[config.mk]
export PLATFORM = sky130hd
export DESIGN_NAME = mux_2to1_flat
export DESIGN_NICKNAME = d
export VERILOG_FILES = /design/src/rtl/mux_2to1_pkg.sv /design/src/rtl/mux_2to1_if.sv /design/src/rtl/mux_2to1_sat_counter.sv /design/src/rtl/mux_2to1.sv /design/src/flat_wrapper.sv
export SDC_FILE = /design/constraint.sdc
export NUM_CORES = 1
export LEC_CHECK = 0
export ABC_AREA = 1
export BUFFER_PORTS_ARGS = -buffer_cell sky130_fd_sc_hd__clkbuf_2
export CAP_MARGIN = 25
export CORE_ASPECT_RATIO = 0.9
export CORE_UTILIZATION = 44
export CTS_CLUSTER_SIZE = 16
export DETAILED_ROUTE_END_ITERATION = 7
export PLACE_DENSITY = 0.86
export SYNTH_ARGS = -nofsm -noshare
export SYNTH_HDL_FRONTEND = slang
export SYNTH_SLANG_ARGS = --single-unit
export TNS_END_PERCENT = 30
[constraint.sdc]
create_clock -name clk -period 1.6 [get_ports clk]
set_clock_uncertainty 0.2 [all_clocks]
set_input_delay 0.16 -clock clk [delete_from_list [all_inputs] [get_ports clk]]
set_output_delay 0.16 -clock clk [all_outputs]
set_load 0.05 [all_outputs]
[src/rtl/mux_2to1_pkg.sv]
// mux2to1_pkg: shared defaults and types for the execute-stage B-operand
// selector (mux_2to1) and its statistics counters.
//   DATA_W_DEF - default operand width
//   CNT_W_DEF  - default statistics counter width
//   data_t     - operand type at the default width
//   cnt_t      - counter type at the default width
package mux2to1_pkg;

  localparam int DATA_W_DEF = 32;
  localparam int CNT_W_DEF  = 16;

  typedef logic [DATA_W_DEF-1:0] data_t;
  typedef logic [CNT_W_DEF-1:0]  cnt_t;

endpackage

[src/rtl/mux_2to1_if.sv]
// mux_2to1_if: operand/result bundle for mux_2to1.
//   input0, input1 - register operand / immediate operand (WIDTH)
//   select         - ALUSrc (1 picks input1)
//   out            - combinational selection (WIDTH)
//   out_q          - out registered one cycle (WIDTH)
//   same_q         - registered input0 == input1 flag
//   sel1_cnt       - cycles with select=1 (CNT_W, only with MUX2TO1_STATS_EN)
//   toggle_cnt     - select transitions (CNT_W, only with MUX2TO1_STATS_EN)
// Modports: master drives operands and select, slave (the mux) drives results.
interface mux_2to1_if
  import mux2to1_pkg::*;
#(
  parameter int WIDTH = DATA_W_DEF,
  parameter int CNT_W = CNT_W_DEF
);

  logic [WIDTH-1:0] input0;
  logic [WIDTH-1:0] input1;
  logic             select;
  logic [WIDTH-1:0] out;
  logic [WIDTH-1:0] out_q;
  logic             same_q;
`ifdef MUX2TO1_STATS_EN
  logic [CNT_W-1:0] sel1_cnt;
  logic [CNT_W-1:0] toggle_cnt;
`endif

  modport master (
    output input0, input1, select,
    input  out, out_q, same_q
`ifdef MUX2TO1_STATS_EN
    , input sel1_cnt, toggle_cnt
`endif
  );

  modport slave (
    input  input0, input1, select,
    output out, out_q, same_q
`ifdef MUX2TO1_STATS_EN
    , output sel1_cnt, toggle_cnt
`endif
  );

endinterface

[src/rtl/mux_2to1_sat_counter.sv]
// sat_counter: synchronous up-counter that sticks at all-ones.
//   clk   - clock, counts on the rising edge
//   reset - synchronous active-high clear
//   inc   - count enable for this cycle
//   count - current value (WIDTH bits), never wraps
module sat_counter
  import mux2to1_pkg::*;
#(
  parameter int WIDTH = CNT_W_DEF
) (
  input  logic             clk,
  input  logic             reset,
  input  logic             inc,
  output logic [WIDTH-1:0] count
);

  localparam logic [WIDTH-1:0] CNT_MAX  = {WIDTH{1'b1}};
  localparam logic [WIDTH-1:0] CNT_ZERO = {WIDTH{1'b0}};
  localparam logic [WIDTH-1:0] CNT_ONE  = WIDTH'(1'b1);

  // Count register: clear on reset, otherwise increment until all-ones.
  always_ff @(posedge clk) begin
    if (reset) begin
      count <= CNT_ZERO;
    end else if (inc && (count != CNT_MAX)) begin
      count <= count + CNT_ONE;
    end else begin
      count <= count;
    end
  end

endmodule

[src/rtl/mux_2to1.sv]
// mux_2to1: ALU B-operand selector for the execute stage.
//   clk   - single clock
//   reset - synchronous active-high reset
//   bus   - mux_2to1_if.slave (operands, select, out, out_q, same_q,
//           and the usage counters when MUX2TO1_STATS_EN is defined)
// out is purely combinational and stays valid through reset; out_q and
// same_q are one-cycle registered copies. Defining MUX2TO1_STATS_EN adds
// saturating select=1 and select-toggle counters.
module mux_2to1
  import mux2to1_pkg::*;
#(
  parameter int WIDTH = DATA_W_DEF,
  parameter int CNT_W = CNT_W_DEF
) (
  input  logic       clk,
  input  logic       reset,
  mux_2to1_if.slave  bus
);

  logic [WIDTH-1:0] out_s;

  // Operand selection; an unknown select poisons the whole result in
  // simulation instead of merging the two operands bitwise.
  always_comb begin
    out_s = {WIDTH{1'b0}};
    case (bus.select)
      1'b0:    out_s = bus.input0;
      1'b1:    out_s = bus.input1;
      default: out_s = {WIDTH{1'bx}};
    endcase
  end

  assign bus.out = out_s;

  // Registered copy of the selection and the operand-equality flag.
  always_ff @(posedge clk) begin
    if (reset) begin
      bus.out_q  <= {WIDTH{1'b0}};
      bus.same_q <= 1'b0;
    end else begin
      bus.out_q  <= out_s;
      bus.same_q <= (bus.input0 == bus.input1);
    end
  end

`ifdef MUX2TO1_STATS_EN
  logic sel_prev;
  logic toggle_s;

  // Previous-cycle select; resetting to 0 means a select=1 in the first
  // cycle after reset counts as a toggle.
  always_ff @(posedge clk) begin
    if (reset) begin
      sel_prev <= 1'b0;
    end else begin
      sel_prev <= bus.select;
    end
  end

  assign toggle_s = (bus.select != sel_prev);

  sat_counter #(.WIDTH(CNT_W)) u_sel1_cnt (
    .clk   (clk),
    .reset (reset),
    .inc   (bus.select),
    .count (bus.sel1_cnt)
  );

  sat_counter #(.WIDTH(CNT_W)) u_toggle_cnt (
    .clk   (clk),
    .reset (reset),
    .inc   (toggle_s),
    .count (bus.toggle_cnt)
  );
`endif

endmodule

[src/flat_wrapper.sv]
// flat-port wrapper written by rule: the top's interface ports become plain ports
module mux_2to1_flat import mux2to1_pkg::*;
#(
  parameter int WIDTH = DATA_W_DEF,
  parameter int CNT_W = CNT_W_DEF
)
  (clk, reset, bus_input0, bus_input1, bus_select, bus_out, bus_out_q, bus_same_q);
  mux_2to1_if #(.WIDTH(WIDTH), .CNT_W(CNT_W)) bus_i ();
  input  logic clk;
  input  logic reset;
  input wire logic [$bits(bus_i.input0)-1:0] bus_input0;
  input wire logic [$bits(bus_i.input1)-1:0] bus_input1;
  input wire logic [$bits(bus_i.select)-1:0] bus_select;
  output wire logic [$bits(bus_i.out)-1:0] bus_out;
  output wire logic [$bits(bus_i.out_q)-1:0] bus_out_q;
  output wire logic [$bits(bus_i.same_q)-1:0] bus_same_q;
  assign bus_i.input0 = bus_input0;
  assign bus_i.input1 = bus_input1;
  assign bus_i.select = bus_select;
  assign bus_out = bus_i.out;
  assign bus_out_q = bus_i.out_q;
  assign bus_same_q = bus_i.same_q;
  mux_2to1 #(.WIDTH(WIDTH), .CNT_W(CNT_W)) u_core (.clk(clk), .reset(reset), .bus(bus_i));
endmodule
==> impl_metrics.yaml, run 1 <==
min_path:
  min_to: "u_core.bus.out_q[10]"
  holdPathStages: 3
  min_from: "bus_input1[10]"
  hold_path_class: "in2reg"
synth:
  yosys.area.top_type_share_pct: 36.1
  synthAdderAreaFrac_pct: 0
  synth_top_family_by_area: "simple AND/OR/NAND/NOR gates"
  syn_inst: 308
  yosys.area_share.simple_pct: 39.2
  synth.area.top_cells: "dfxtp_1, nand2_1, a21oi_1"
  syn_nets: 375
  ys_warn_count: 0
  yosys.area.top_type: "dfxtp_1"
  ys_seq_area_share_pct: 36.1
  synth_seq_cells: 33
  syn_area_per_cell_um2: 5.95
  synth_compound_area_share_pct: 9.02
  synth_area_um2: 1830
  yosys.cell_types.count: 17
  synth.area.mux_share_pct: 0
  synth_xor_area_share_pct: 4.78
grt:
  grt_pass1_vias: 2749
  grt_pass1_wl_um: 12000
  overflow: 0
  antenna_found_initial: 0
  grt_max_degree: 33
  grt_usage_pct: 34.3
worst_setup_path:
  start_kind: "primary input"
  critPathMaxFanout: 3
  crit_required_ns: 1.58
  cp_common_cell: "dlygate4sd3_1"
  critical_path_class: "in2reg"
  crit_chain: "dlygate4sd3_1 -> buf_4 -> nand2_1 -> a21oi_1 -> dlygate4sd3_1"
  crit_path_top_delay_cell: "dlygate4sd3_1"
  critPathCaptureType: "flop"
  slowest_delay_ns: 0.59
  critPathArrivalTime_ns: 1.62
drt:
  drc: 0
  viasPerCell: 5.16
  num_vias: 2807
  wirelength_um: 7940
  drt_iter0_drc: 254
  drtPass1Iterations: 5
  drt-wirelength-per-cell_um: 14.6
  antenna_left: 0
place:
  gp_congestion: 0.858
  dp_hpwl_um: 4130
  io_buffers: 131
  place_ws_ns: 0.271
layout:
  n_fill_cell: 215
  n_antenna_cell: 0
  seq_area_um2: 661
  final_nets: 564
  drive_above_1_share_pct: 31.3
  multi_input_area_um2: 1010
  area_growth_pct: 80.7
die:
  core_area_um2: 3860
  die_w_um: 70.0
  io_pins: 132
  die_area_um2: 4430
  rows: 21
  initial_core_util_pct: 47.4
  die_h_um: 63.2
clock_tree:
  cts_root_buffer: "clkbuf_8"
  cts-buffers-inserted: 5
  cts_num_sinks: 33
  clockBufferDepth: 2
  cts_tree: "done"
  ctsHtreeMaxLevel: 2
  path_clk_slew_ns: 0.07
timing:
  finalWorstSetupSlack_ns: -0.0452
  min_period_over_period_pct: 103
  finalHoldViolCount: 2
  max_freq_mhz: 608
  finalMaxSlewViolations: 0
  relSlewSlack_pct: 80.1
  rsz0062_at_grt: "true"
  post-route-min-period_ns: 1.65
  worstMarginPinSlew_ns: 0.299
  setup_tns_ns: -0.133
  final-setup-viol-count: 6
  whs_ns: -0.0431
flow_run:
  max_cap_viol_count: 0
power:
  p_per_area_nw_per_um2: 796
  ir_worst_vdd_mv: 0.640
  p_leak_nw: 1.96
run_status:
  outcome: "finished, violations left"
  failed_checks: "hold timing, setup timing"
[how the worst max path moves through the flow]
stage,from,endpoint,depth (start not counted),slack [ns]
global placement,bus_select,bus_out[8],6,0.29
floorplan,bus_select,bus_out[0],5,0.33
finish,bus_input1[13],u_core.bus.out_q[13],5,-0.05
CTS,bus_input0[14],bus_out[14],5,0.01
detailed placement,bus_select,bus_out[8],6,0.27
global route,bus_input1[13],u_core.bus.out_q[13],5,-0.08
[sequential cells by signal, summed over array words and instances, names as in the netlist]
signal,flops
u_core.bus.out_q,32
u_core.bus.same_q,1
[synthesized netlist by cell type]
cell and instances:
buf_6 3, o21ai_0 1, xor2_1 4, inv_2 1, dfxtp_1 33, buf_4 1
nand3_1 4, a21oi_1 32, nor2_1 28, nor3_1 1, buf_2 3, or2_2 4
inv_1 33, clkbuf_2 1, nand2_1 150, clkbuf_1 3, xnor2_1 6
[critical path, delay by kind of cell]
kind            cells  cell delay, ns
buf+inv             3            1.30
simple gates        1            0.09
compound gates      1            0.07
[metrics by stage]
step,cell area (µm²),util (%),cells,total power [W]
after global placement,2540,65.8,478,0.00181
after floorplan,1830,-,308,0.00154
after CTS,3270,84.5,550,0.00255
after global routing,3310,85.7,544,0.00274
after detailed placement,2540,65.8,478,0.00182
final,3310,85.7,544,0.00263
[metal layers]
layer / share of wire [%] / GRT usage (%) / wire, µm / vias to the layer above
met1: 34 / 34.3 / 2740 / 1223
li1: - / - / - / 1311
met4: 6.8 / 21.0 / 537 / 0
met5: 0 / 0 / 0 / -
met2: 49 / 63.5 / 3890 / 208
met3: 9.9 / 8.64 / 783 / 65
[power by group]
part | leakage, nW | switching, W | internal, W | total (W)
clock | 0.0450 | 0.000328 | 0.000302 | 0.000630
sequential | 0.274 | 0.0000176 | 0.000872 | 0.000890
combinational | 1.64 | 0.000740 | 0.000373 | 0.00111
[cells by family (layout without fill, tap and decap cells)]
group	count (synthesis)	after routing
xor+xnor	10	10
compound gates	33	33
simple gates	187	187
buf+inv	45	235
flops	33	33
[cell type report]
type | count | area share, %
clock buffers | 6 | 2.19
flip-flops and latches | 33 | 20.0
well taps | 46 | 1.74
repair buffers | 193 | 41.5
multi-input cells | 230 | 30.4
inverters | 34 | 3.86
clock inverters | 2 | 0.302
[placed cells by master, fill, tap and decap left out]
cell type	instances
clkbuf_1	1
dfxtp_1	33
nor3_1	1
nand3_1	4
o21ai_0	1
or2_2	4
clkbuf_4	14
buf_12	3
buf_6	2
xnor2_1	6
nor2_1	28
clkinv_2	2
a21oi_1	23
clkbuf_8	5
nand2_1	149
a21oi_2	9
inv_2	1
dlygate4sd3_1	59
nand2_2	1
buf_2	5
xor2_1	4
clkbuf_2	102
buf_4	8
inv_1	33
[repair_timing]
item / CTS / global route
hold buffers: 64 / 0
buffers inserted: 0 / 0
resized for setup: 0 / 68
hold endpoints to repair: 32 / 0
endpoints found under the setup margin: 0 / 46
Power figures use the tool's default switching activity.
==> run 2, diff against run 1 <==
Settings changed: ABC_CLOCK_PERIOD_IN_PS set to 1600, PLACE_DENSITY 0.86 to unset, PLACE_DENSITY_LB_ADDON set to 0.12.
==> impl_metrics.yaml, run 2 (synthesis gave the netlist of run 1 again) <==
clock_tree:
  cts_root_buffer: "clkbuf_8"
  cts-buffers-inserted: 5
  ctsHtreeMaxLevel: 2
  cts_tree: "done"
  clockBufferDepth: 2
  cts_num_sinks: 33
  path_clk_slew_ns: 0.07
drt:
  num_vias: 2691
  drt-wirelength-per-cell_um: 13.3
  drc: 0
  drtPass1Iterations: 4
  viasPerCell: 4.91
  wirelength_um: 7300
  antenna_left: 0
  drt_iter0_drc: 194
layout:
  drive_above_1_share_pct: 31.5
  area_growth_pct: 81.2
  largest_reg_flops: 32
  mostFrequentLayoutCell: "nand2_1"
  regMostFlops: "u_core.bus.out_q"
  final_nets: 570
  layout_common_cells: "nand2_1, clkbuf_2, dlygate4sd3_1"
  n_antenna_cell: 0
  final_util_pct: 85.9
  largestRegisters: "u_core.bus.out_q x32, u_core.bus.same_q x1"
  n_fill_cell: 249
worst_setup_path:
  crit_required_ns: 1.62
  cp_common_cell: "dlygate4sd3_1"
  critical_path_class: "in2reg"
  crit_chain: "dlygate4sd3_1 -> clkbuf_2 -> nand2_1 -> a21oi_1 -> dlygate4sd3_1"
  critPathCaptureType: "flop"
  slowest_delay_ns: 0.61
  cpLargestDelayFamily: "buffers and inverters"
  crit_path_top_delay_cell: "dlygate4sd3_1"
  critPathMaxFanout: 2
  start_kind: "primary input"
  path_buf_inv: 3
  critPathArrivalTime_ns: 1.71
grt:
  grt_max_degree: 20
  grt_pass1_wl_um: 10600
  antenna_found_initial: 0
  grt_usage_pct: 30.2
  grt_pass1_vias: 2525
  overflow: 0
timing:
  max_freq_mhz: 591
  final-setup-viol-count: 5
  post-route-min-period_ns: 1.69
  finalMaxSlewViolations: 0
  finalHoldViolCount: 1
  min_period_over_period_pct: 106
  rsz0062_at_grt: "true"
  whs_ns: -0.0286
  worstMarginPinSlew_ns: 0.296
  finalWorstSetupSlack_ns: -0.0908
  relSlewSlack_pct: 80.3
power:
  ir_worst_vdd_mv: 0.571
  p_switching_w: 0.00106
  combPwrFrac_pct: 42.5
  clockPowerShare_pct: 23.4
  internal_power_w: 0.00153
  total_power_w: 0.00260
  switching_share_pct: 41.0
  p_per_area_nw_per_um2: 782
  power_frac_seq_pct: 34.2
  p_leak_nw: 1.99
die:
  rows: 21
  initial_core_util_pct: 47.4
  die_w_um: 70.0
  die_area_um2: 4430
  io_pins: 132
  die_h_um: 63.2
  core_area_um2: 3860
place:
  io_buffers: 131
  gp_congestion: 0.795
  dp_hpwl_um: 4120
run_status:
  outcome: "finished, violations left"
  failed_checks: "hold timing, setup timing"
min_path:
  hold_path_class: "in2reg"
flow_run:
  max_cap_viol_count: 0
==> run 2: final cells by class <==
type	count	area (µm²)	area share, %
clock buffers	5	68.8	2.07
well taps	46	57.6	1.73
inverters	34	128	3.84
multi-input cells	230	1010	30.3
clock inverters	1	5.00	0.151
repair buffers	199	1390	42.0
flip-flops and latches	33	661	19.9
==> run 2: through the flow <==
step	setup TNS [ns]	setup WS (ns)	instances	area (µm²)
floorplan	0	0.331	308	1830
global placement	0	0.257	480	2520
detailed placement	0	0.244	480	2520
CTS	0	0.0129	550	3230
global route	-0.524	-0.124	548	3320
finish	-0.199	-0.0908	548	3320
==> run 2: timing repair <==
item / 4_1_cts / 5_1_grt
resized for setup: 0 / 73
hold endpoints to repair: 32 / 0
buffers inserted: 0 / 0
setup endpoints to repair: 0 / 45
hold buffers: 64 / 0
==> run 2: path summary, 6_finish.rpt <==
path | to | cells past startpoint | from
setup / recovery | u_core.bus.out_q[29] | 5 | bus_input1[29]
hold / removal | u_core.bus.out_q[8] | 3 | bus_input1[8]
==> run 2: worst min-delay path: cells and delay by family <==
family                 cells  cell delay, ns
and+or+nand+nor            1            0.09
buffers and inverters      1            0.10
AOI/OAI and AO/OA          1            0.07
==> run 2: power groups by stage <==
stage	logic, W	clock network (W)	registers, W
final	0.00110	0.000606	0.000887
after global routing	0.00116	0.000654	0.000891
after CTS	0.00103	0.000595	0.000885
after detailed placement	0.000900	0	0.000904
after global placement	0.000894	0	0.000902
after floorplan	0.000459	0	0.00108
==> run 2: layer usage <==
metal | vias to the layer above | part of all wire, % | track usage, %
met5 | - | 0 | 0
met4 | 0 | 2.6 | 11.3
met3 | 18 | 7.6 | 8.96
met2 | 138 | 51 | 54.9
met1 | 1213 | 38 | 32.7
li1 | 1322 | - | -
==> run 3, diff against run 2 <==
Settings changed: REMOVE_ABC_BUFFERS set to 1.
==> impl_metrics.yaml, run 3 (synthesis gave the netlist of run 1 again) <==
power:
  internal_power_w: 0.00187
  combPwrFrac_pct: 37.6
  p_per_area_nw_per_um2: 869
  power_frac_seq_pct: 30.0
  p_leak_nw: 2.03
  switching_share_pct: 36.7
  ir_worst_vdd_mv: 0.695
  p_switching_w: 0.00108
  clockPowerShare_pct: 32.4
layout:
  final_cell_area_um2: 3400
  drive_above_1_share_pct: 31.0
  regMostFlops: "u_core.bus.out_q"
  area_growth_pct: 85.7
  final_nets: 570
  n_antenna_cell: 0
  largestRegisters: "u_core.bus.out_q x32, u_core.bus.same_q x1"
  layout_common_cells: "nand2_1, clkbuf_2, dlygate4sd3_1"
  mostFrequentLayoutCell: "nand2_1"
  largest_reg_flops: 32
grt:
  antenna_found_initial: 0
  grt_usage_pct: 30.9
  grt_pass1_wl_um: 11000
  grt_max_degree: 33
  grt_pass1_vias: 2564
  overflow: 0
worst_setup_path:
  crit_required_ns: 1.63
  critPathMaxFanout: 2
  path_buf_inv: 3
  cp_common_cell: "dlygate4sd3_1"
  crit_path_top_delay_cell: "dlygate4sd3_1"
  critPathCaptureType: "flop"
  cpLargestDelayFamily: "buffers and inverters"
  crit_chain: "dlygate4sd3_1 -> clkbuf_2 -> nand2_1 -> a21oi_2 -> dlygate4sd3_1"
  slowest_delay_ns: 0.57
  start_kind: "primary input"
  critical_path_class: "in2reg"
  critPathArrivalTime_ns: 1.70
  cp-startpoint: "bus_input1[4]"
die:
  die_h_um: 63.2
  io_pins: 132
  die_area_um2: 4430
  initial_core_util_pct: 47.4
  core_area_um2: 3860
  die_w_um: 70.0
  rows: 21
clock_tree:
  clockBufferDepth: 2
  cts-buffers-inserted: 5
  ctsHtreeMaxLevel: 2
  path_clk_slew_ns: 0.08
  cts_num_sinks: 33
  cts_root_buffer: "clkbuf_8"
  post_cts_buffers: 0
  cts_tree: "done"
timing:
  rsz0062_at_grt: "true"
  final-setup-viol-count: 5
  setup_tns_ns: -0.191
  relSlewSlack_pct: 80.3
  min_period_over_period_pct: 105
  worstMarginPinSlew_ns: 0.296
  finalHoldViolCount: 0
  post-route-min-period_ns: 1.68
  max_freq_mhz: 597
  finalWorstSetupSlack_ns: -0.0762
  finalMaxSlewViolations: 0
drt:
  drt-wirelength-per-cell_um: 13.5
  antenna_left: 0
  drtPass1Iterations: 5
  drt_iter0_drc: 98
  num_vias: 2690
  viasPerCell: 4.89
  wirelength_um: 7400
  drc: 0
place:
  io_buffers: 131
  placed_cell_area_um2: 2540
  gp_congestion: 0.865
  dp_hpwl_um: 3820
run_status:
  failed_checks: "setup timing"
  outcome: "finished, violations left"
min_path:
  hold_path_class: "in2reg"
  min_from: "bus_input1[3]"
  min_to: "u_core.bus.same_q"
  holdPathStages: 6
flow_run:
  max_cap_viol_count: 0
-- run 3: cell count changes in the layout (fill, tap and decap cells not counted) --
cell / previous run / this run
bufinv_16: 0 / 2
a21oi_2: 6 / 5
nand2_1: 145 / 147
a21oi_1: 26 / 27
nand2_2: 5 / 3
clkbuf_4: 18 / 12
buf_12: 0 / 3
buf_4: 9 / 10
dlygate4sd3_1: 62 / 63
buf_6: 2 / 1
clkbuf_2: 99 / 101
-- run 3: cell type report --
type / instances / area (µm²)
Timing Repair Buffer: 199 / 1430
Multi-Input combinational cell: 230 / 997
Sequential cell: 33 / 661
Fill cell: 221 / 460
Inverter: 34 / 128
Clock buffer: 5 / 68.8
Clock inverter: 3 / 65.1
Tap cell: 46 / 57.6
-- run 3: worst max-delay path by stage --
stage                     endpoint  slack [ns]  cells past startpoint
5_1_grt        u_core.bus.out_q[4]       -0.10                      5
4_1_cts                bus_out[11]        0.01                      5
3_5_place_dp           bus_out[25]        0.27                      6
3_3_place_gp           bus_out[11]        0.28                      6
6_report       u_core.bus.out_q[4]       -0.08                      5
2_1_floorplan           bus_out[0]        0.35                      3
-- run 3: timing repair --
action                                  4_1_cts  5_1_grt
gates resized for setup                       0       69
hold endpoints to repair                     32        0
hold buffers                                 64        0
endpoints found under the setup margin        0       42
-- run 3: metrics by stage --
| stage | util, % | hold slack [ns] | total power (W) | std cells | setup slack [ns] |
|---|---|---|---|---|---|
| finish | 88.1 | 0.0753 | 0.00296 | 550 | -0.0762 |
| global route | 88.1 | 0.0971 | 0.00305 | 550 | -0.100 |
| CTS | 85.9 | 0.0815 | 0.00288 | 550 | 0.00994 |
| detailed placement | 65.8 | 0.244 | 0.00181 | 478 | 0.274 |
| global placement | 65.8 | 0.236 | 0.00180 | 478 | 0.281 |
| floorplan | - | 0.0291 | 0.00151 | 297 | 0.354 |
-- run 3: power groups by stage --
stage | clock (W) | combinational (W) | sequential [W]
finish | 0.000957 | 0.00111 | 0.000886
global route | 0.000990 | 0.00117 | 0.000890
CTS | 0.000954 | 0.00104 | 0.000884
detailed placement | 0 | 0.000909 | 0.000902
global placement | 0 | 0.000901 | 0.000902
floorplan | 0 | 0.000427 | 0.00108
-- run 3: layer usage --
layer  part of all wire [%]  up-vias  track usage, %
met1                     37     1220            32.8
met5                      0        -               0
met3                    7.3       15            6.24
met4                    1.9        0            12.0
met2                     54      144            59.3
li1                       -     1311               -
